--- src/rtl/writeback_stage_pkg.sv ---
// Shared encodings for the writeback stage.
//   CSR_*      : 3-bit command from the CSR stage
//   wb_sel_e   : 2-bit writeback source select
//   flush_st_e : redirect/flush FSM states
package writeback_stage_pkg;

  localparam logic [2:0] CSR_X     = 3'd0;
  localparam logic [2:0] CSR_W     = 3'd1;
  localparam logic [2:0] CSR_S     = 3'd2;
  localparam logic [2:0] CSR_C     = 3'd3;
  localparam logic [2:0] CSR_ECALL = 3'd4;

  typedef enum logic [1:0] {
    WB_ALU = 2'd0,
    WB_MEM = 2'd1,
    WB_PC4 = 2'd2,
    WB_CSR = 2'd3
  } wb_sel_e;

  typedef enum logic {
    RUN   = 1'b0,
    FLUSH = 1'b1
  } flush_st_e;

  function automatic logic is_ecall(input logic [2:0] cmd);
    return cmd == CSR_ECALL;
  endfunction

endpackage

--- src/rtl/writeback_stage_flush.sv ---
// Redirect/flush controller for the writeback stage.
//   state | meaning
//   RUN   | accepting instructions, no redirect in progress
//   FLUSH | redirect issued, wrong-path inputs dropped, hazard high
// Ports:
//   clk, rst_n     : clock, async active-low reset
//   i_redirect     : accepted instruction redirects fetch this cycle
//   i_target       : redirect PC for that instruction
//   o_run          : FSM in RUN (instructions may be accepted)
//   o_hazard       : registered flush indication
//   o_target       : registered redirect PC
module wb_flush_ctrl
  import writeback_stage_pkg::*;
#(
  parameter int unsigned FLUSH_CYCLES = 3
) (
  input  logic        clk,
  input  logic        rst_n,
  input  logic        i_redirect,
  input  logic [31:0] i_target,
  output logic        o_run,
  output logic        o_hazard,
  output logic [31:0] o_target
);

  localparam logic [3:0] CNT_LOAD = 4'(FLUSH_CYCLES - 1);

  flush_st_e   r_state, w_state_nxt;
  logic [3:0]  r_cnt, w_cnt_nxt;
  logic        r_hazard, w_hazard_nxt;
  logic [31:0] r_target, w_target_nxt;

  always_ff @(posedge clk or negedge rst_n) begin
    if (!rst_n) begin
      r_state  <= RUN;
      r_cnt    <= '0;
      r_hazard <= 1'b0;
      r_target <= '0;
    end else begin
      r_state  <= w_state_nxt;
      r_cnt    <= w_cnt_nxt;
      r_hazard <= w_hazard_nxt;
      r_target <= w_target_nxt;
    end
  end

  // The counter loads FLUSH_CYCLES-1 on the redirect edge and the exit edge
  // happens at zero, so hazard spans exactly FLUSH_CYCLES cycles.
  always_comb begin
    w_state_nxt  = r_state;
    w_cnt_nxt    = r_cnt;
    w_hazard_nxt = r_hazard;
    w_target_nxt = r_target;
    case (r_state)
      RUN: begin
        if (i_redirect) begin
          w_state_nxt  = FLUSH;
          w_cnt_nxt    = CNT_LOAD;
          w_hazard_nxt = 1'b1;
          w_target_nxt = i_target;
        end
      end
      FLUSH: begin
        if (r_cnt == 4'd0) begin
          w_state_nxt  = RUN;
          w_hazard_nxt = 1'b0;
        end else begin
          w_cnt_nxt = r_cnt - 4'd1;
        end
      end
      default: begin
        w_state_nxt  = RUN;
        w_cnt_nxt    = '0;
        w_hazard_nxt = 1'b0;
      end
    endcase
  end

  assign o_run    = (r_state == RUN);
  assign o_hazard = r_hazard;
  assign o_target = r_target;

endmodule

--- src/rtl/writeback_stage.sv ---
// Final pipeline stage: selects and commits the register-file writeback value,
// resolves control flow (branch, jump, ECALL trap) and counts retired
// instructions. All outputs are registered.
// Ports:
//   clk, rst_n                 : clock, async active-low reset
//   in_*                       : instruction fields from the CSR stage
//   csr_cmd/csr_rdata          : CSR command and read data
//   trap_vector                : mtvec
//   rf_wen/rf_waddr/rf_wdata   : register-file write port
//   wb_branch_hazard/_target   : fetch redirect and flush window
//   trap_valid/trap_epc        : ECALL commit pulse and its PC
//   instret                    : retired-instruction count
module writeback_stage
  import writeback_stage_pkg::*;
#(
  parameter int unsigned FLUSH_CYCLES = 3
) (
  input  logic        clk,
  input  logic        rst_n,
  input  logic        in_valid,
  input  logic [31:0] in_pc,
  input  logic [4:0]  in_rd_addr,
  input  logic        in_rf_wen,
  input  logic [1:0]  in_wb_sel,
  input  logic [31:0] in_alu_out,
  input  logic [31:0] in_mem_rdata,
  input  logic        in_br_flag,
  input  logic        in_jmp_flag,
  input  logic [31:0] in_br_target,
  input  logic [2:0]  csr_cmd,
  input  logic [31:0] csr_rdata,
  input  logic [31:0] trap_vector,
  output logic        rf_wen,
  output logic [4:0]  rf_waddr,
  output logic [31:0] rf_wdata,
  output logic        wb_branch_hazard,
  output logic [31:0] wb_branch_target,
  output logic        trap_valid,
  output logic [31:0] trap_epc,
  output logic [63:0] instret
);

  logic        w_run;
  logic        w_accept;
  logic        w_ecall;
  logic        w_redirect;
  logic [31:0] w_target;
  logic [31:0] w_wdata;
  logic        w_wen;

  logic        r_rf_wen;
  logic [4:0]  r_rf_waddr;
  logic [31:0] r_rf_wdata;
  logic        r_trap_valid;
  logic [31:0] r_trap_epc;
  logic [63:0] r_instret;

  assign w_accept   = in_valid && w_run;
  assign w_ecall    = is_ecall(csr_cmd);
  assign w_redirect = w_accept && (w_ecall || in_jmp_flag || in_br_flag);
  // Jump and branch share in_br_target, so only ECALL changes the source.
  assign w_target   = w_ecall ? trap_vector : in_br_target;
  assign w_wen      = w_accept && in_rf_wen && (in_rd_addr != 5'd0) && !w_ecall;

  always_comb begin
    w_wdata = in_alu_out;
    case (wb_sel_e'(in_wb_sel))
      WB_ALU:  w_wdata = in_alu_out;
      WB_MEM:  w_wdata = in_mem_rdata;
      WB_PC4:  w_wdata = in_pc + 32'd4;
      WB_CSR:  w_wdata = csr_rdata;
      default: w_wdata = in_alu_out;
    endcase
  end

  wb_flush_ctrl #(
    .FLUSH_CYCLES(FLUSH_CYCLES)
  ) u_flush (
    .clk        (clk),
    .rst_n      (rst_n),
    .i_redirect (w_redirect),
    .i_target   (w_target),
    .o_run      (w_run),
    .o_hazard   (wb_branch_hazard),
    .o_target   (wb_branch_target)
  );

  always_ff @(posedge clk or negedge rst_n) begin
    if (!rst_n) begin
      r_rf_wen     <= 1'b0;
      r_rf_waddr   <= '0;
      r_rf_wdata   <= '0;
      r_trap_valid <= 1'b0;
      r_trap_epc   <= '0;
      r_instret    <= '0;
    end else begin
      r_rf_wen     <= w_wen;
      r_trap_valid <= w_accept && w_ecall;
      if (w_accept) begin
        r_rf_waddr <= in_rd_addr;
        r_rf_wdata <= w_wdata;
        r_instret  <= r_instret + 64'd1;
      end
      if (w_accept && w_ecall) begin
        r_trap_epc <= in_pc;
      end
    end
  end

  assign rf_wen     = r_rf_wen;
  assign rf_waddr   = r_rf_waddr;
  assign rf_wdata   = r_rf_wdata;
  assign trap_valid = r_trap_valid;
  assign trap_epc   = r_trap_epc;
  assign instret    = r_instret;

endmodule

--- config.mk ---
export PLATFORM = sky130hd
export DESIGN_NAME = writeback_stage
export DESIGN_NICKNAME = d
export VERILOG_FILES = /design/src/rtl/writeback_stage_pkg.sv /design/src/rtl/writeback_stage_flush.sv /design/src/rtl/writeback_stage.sv
export SDC_FILE = /design/constraint.sdc
export NUM_CORES = 1
export LEC_CHECK = 0
export ABC_AREA = 1
export CAP_MARGIN = 0
export CORE_MARGIN = 2
export CORE_UTILIZATION = 49
export DETAILED_ROUTE_END_ITERATION = 10
export PLACE_DENSITY_LB_ADDON = 0.08
export SYNTH_ARGS = -nofsm -noshare
export SYNTH_HDL_FRONTEND = slang
export SYNTH_SLANG_ARGS = --single-unit
--- constraint.sdc ---
create_clock -name clk -period 3.2 [get_ports clk]
set_input_delay 0.96 -clock clk [delete_from_list [all_inputs] [get_ports clk]]
set_output_delay 0.96 -clock clk [all_outputs]
set_load 0.02 [all_outputs]
==> results.py <==
metrics = {
    "final_layout": {
        "num_antenna_cells": 0,
        "finalCoreUtilization_pct": 73.08,
        "nNetsFinal": 2007,
        "instances_no_fill": 2078,
        "drive_gt1_share_pct": 4.978,
        "syn_to_final_growth_pct": 46.68,
        "fin_area_um2": 14740,
        "fillers": 1668,
    },
    "sta": {
        "tns_ns": 0,
        "finalHoldViolCount": 0,
        "setup_ws_ns": 0.6182,
        "rsz0062_at_grt": "no",
        "hold_slack_ns": 0.4743,
        "clock_skew_ns": 0.008984,
        "fmax_mhz": 387.3,
        "fin_crit_sh_pct": 80.68,
        "maxSlewViolCount": 0,
        "worst_pin_slew_ns": 0.8430,
        "setup_viol": 0,
        "fin_crit_ns": 2.582,
        "relSlewSlack_pct": 43.72,
    },
    "yosys": {
        "yosysWarnings": 0,
        "ys_ff_latch": 173,
        "synth_edf_count": 0,
        "ys_async_sr_fraction_pct": 100.0,
        "synth.avg_cell_area_um2": 7.027,
        "netlist_instances": 1430,
        "netlist_area_um2": 10050,
        "synth-main-ff-cell": "dfrtp_1",
        "syn_nets": 1642,
        "synth_seq_area_share_pct": 43.08,
        "synth.distinct_cells": 37,
    },
    "global_route": {
        "grt_use_met2_pct": 53.76,
        "grtUsageMet1_pct": 39.81,
        "grt_pass1_wl_um": 54120,
        "antenna_found_initial": 1,
        "grt_max_degree": 65,
        "grtUsageMet3_pct": 7.516,
        "overflow": 0,
        "grt.busiest_layer": "met2",
        "grtUsageTotal_pct": 31.86,
        "first_global_vias": 10396,
    },
    "setup_path": {
        "rrSetupSlack_ns": 1.34,
        "path_cells": "clkdlybuf4s50_1",
        "worst-endpoint-arrival_ns": 1.62,
        "crit_family": "buffers and inverters",
        "crit_start": "instret[49]",
        "crit_buf_inv": 1,
        "cp.required_ns": 2.24,
        "r2r_start": "u_flush.r_state",
        "crit_path_end_kind": "primary output",
        "path_class": "flip-flop to primary output",
        "slowest_delay_ns": 0.67,
        "worstPathMaxFanout": 6,
        "cp-start-kind": "flip-flop",
        "r2r_cells": 8,
        "r2r-end": "instret[59]",
        "slowest_stage": "clkdlybuf4s50_1",
    },
    "drt": {
        "drcViolationCount": 0,
        "firstDrtPassIters": 6,
        "vias_per_cell": 5.224,
        "drt-total-wl_um": 34230,
        "vias": 10856,
        "drtAntennaViolNets": 0,
        "drt_iter0_markers": 715,
        "wl_per_cell_um": 16.47,
    },
    "clock_tree": {
        "numCtsBuffers": 17,
        "cts_max_path_buffers": 2,
        "clk_latency_ns": 0.43,
        "cts_setup_buffers": 0,
        "cts.htree.levels": 4,
        "postCtsHoldBufs": 0,
        "cts_tree": "built",
        "cts_resized": 0,
        "clkSinkCount": 173,
        "root_buffer": "clkbuf_16",
        "clk_pin_slew_ns": 0.07,
    },
    "placement": {
        "place.gp.congestion": 0.9514,
        "port_buffers": 375,
        "place_inst": 2046,
        "post_dp_cell_area_um2": 14140,
        "pre_cts_ws_ns": 0.2592,
        "hpwl_um": 26990,
    },
    "power": {
        "cellPowerDensity_nw_per_um2": 653.1,
        "peakVddDrop_mv": 0.4817,
        "power_leakage_nw": 6.392,
        "total_power_mw": 9.626,
    },
    "floorplanning": {
        "ios": 376,
        "chipHeight_um": 147.2,
        "die_area_um2": 21670,
        "die_x_um": 147.2,
        "initial_core_util_pct": 49.82,
        "row_count": 52,
        "core_um2": 20170,
    },
    "hold_path": {
        "hold_path.class": "primary input to asynchronous set/reset pin",
    },
    "status": {
        "status": "finished, final reports clean",
    },
    "flow_run": {
        "drv_cap": 0,
    },
}
==> how the worst max path moves through the flow <==
stage                         endpoint  slack (ns)  depth (start not counted)
after floorplan           rf_wdata[22]        1.11                         10
after global placement    rf_wdata[26]        0.30                         11
after detailed placement  rf_wdata[26]        0.26                         11
after CTS                  instret[49]        0.64                          1
after global routing      rf_wdata[18]        0.51                         11
final                      instret[49]        0.62                          1
==> where the power goes <==
| group | total [mW] | internal, mW | switching (mW) |
|---|---|---|---|
| registers | 3.37 | 2.90 | 0.472 |
| logic | 4.12 | 1.88 | 2.24 |
| clock network | 2.14 | 1.19 | 0.946 |
==> Yosys cell counts, types with 12 or more instances <==
library cell | instances | share of area, %
a221oi_1 | 23 | 2.0
a31oi_1 | 35 | 2.2
buf_2 | 12 | 0.60
clkbuf_1 | 25 | 0.93
dfrtp_1 | 173 | 43
inv_1 | 109 | 4.1
nand2_1 | 521 | 19
nand3_1 | 90 | 4.5
nand4_1 | 21 | 1.3
nor2_1 | 235 | 8.8
o21ai_0 | 60 | 3.0
xnor2_1 | 17 | 1.5
xor2_1 | 19 | 1.7
==> layout by cell type (no fill, tap or decap), types with 21 or more instances in the layout <==
cell	instances
nand4_1	21
a221oi_1	23
dfrtp_1	173
o21ai_0	60
inv_1	109
clkdlybuf4s50_1	374
nor2_1	232
nand2_1	521
a31oi_1	35
nand3_1	90
==> sequential cells by signal, indices dropped and copies added (netlist names) <==
name / count
trap_epc: 32
trap_valid: 1
u_flush.o_hazard: 1
u_flush.r_state: 1
u_flush.o_target: 32
instret: 64
rf_wdata: 32
rf_wen: 1
rf_waddr: 5
u_flush.r_cnt: 4
==> layer usage <==
| layer | wire (µm) | up-vias | share of wire, % |
|---|---|---|---|
| li1 | - | 5316 | - |
| met1 | 13750 | 4981 | 40 |
| met2 | 16460 | 469 | 48 |
| met3 | 2700 | 88 | 7.9 |
| met4 | 1316 | 2 | 3.8 |
| met5 | 13 | - | 0.038 |
==> final cells by class <==
class	instances	area, µm²	area share (%)
Inverter	114	427.9	2.903
Clock buffer	18	439.2	2.980
Timing Repair Buffer	393	3953	26.82
Tap cell	270	337.8	2.292
Clock inverter	14	160.2	1.087
Sequential cell	173	4329	29.37
Multi-Input combinational cell	1096	5092	34.55
==> cells by family (layout without fill, tap and decap cells) <==
group / Yosys count / in the layout / synth area share (%)
AND/OR/NAND/NOR: 913 / 913 / 38.10
flip-flops: 173 / 173 / 43.08
buffers and inverters: 161 / 539 / 6.388
AO/OA/AOI/OAI: 143 / 143 / 8.791
XOR/XNOR: 36 / 36 / 3.138
adder cells (fa/ha/maj): 4 / 4 / 0.4981
Note: power is estimated with default switching activity, not from simulation.
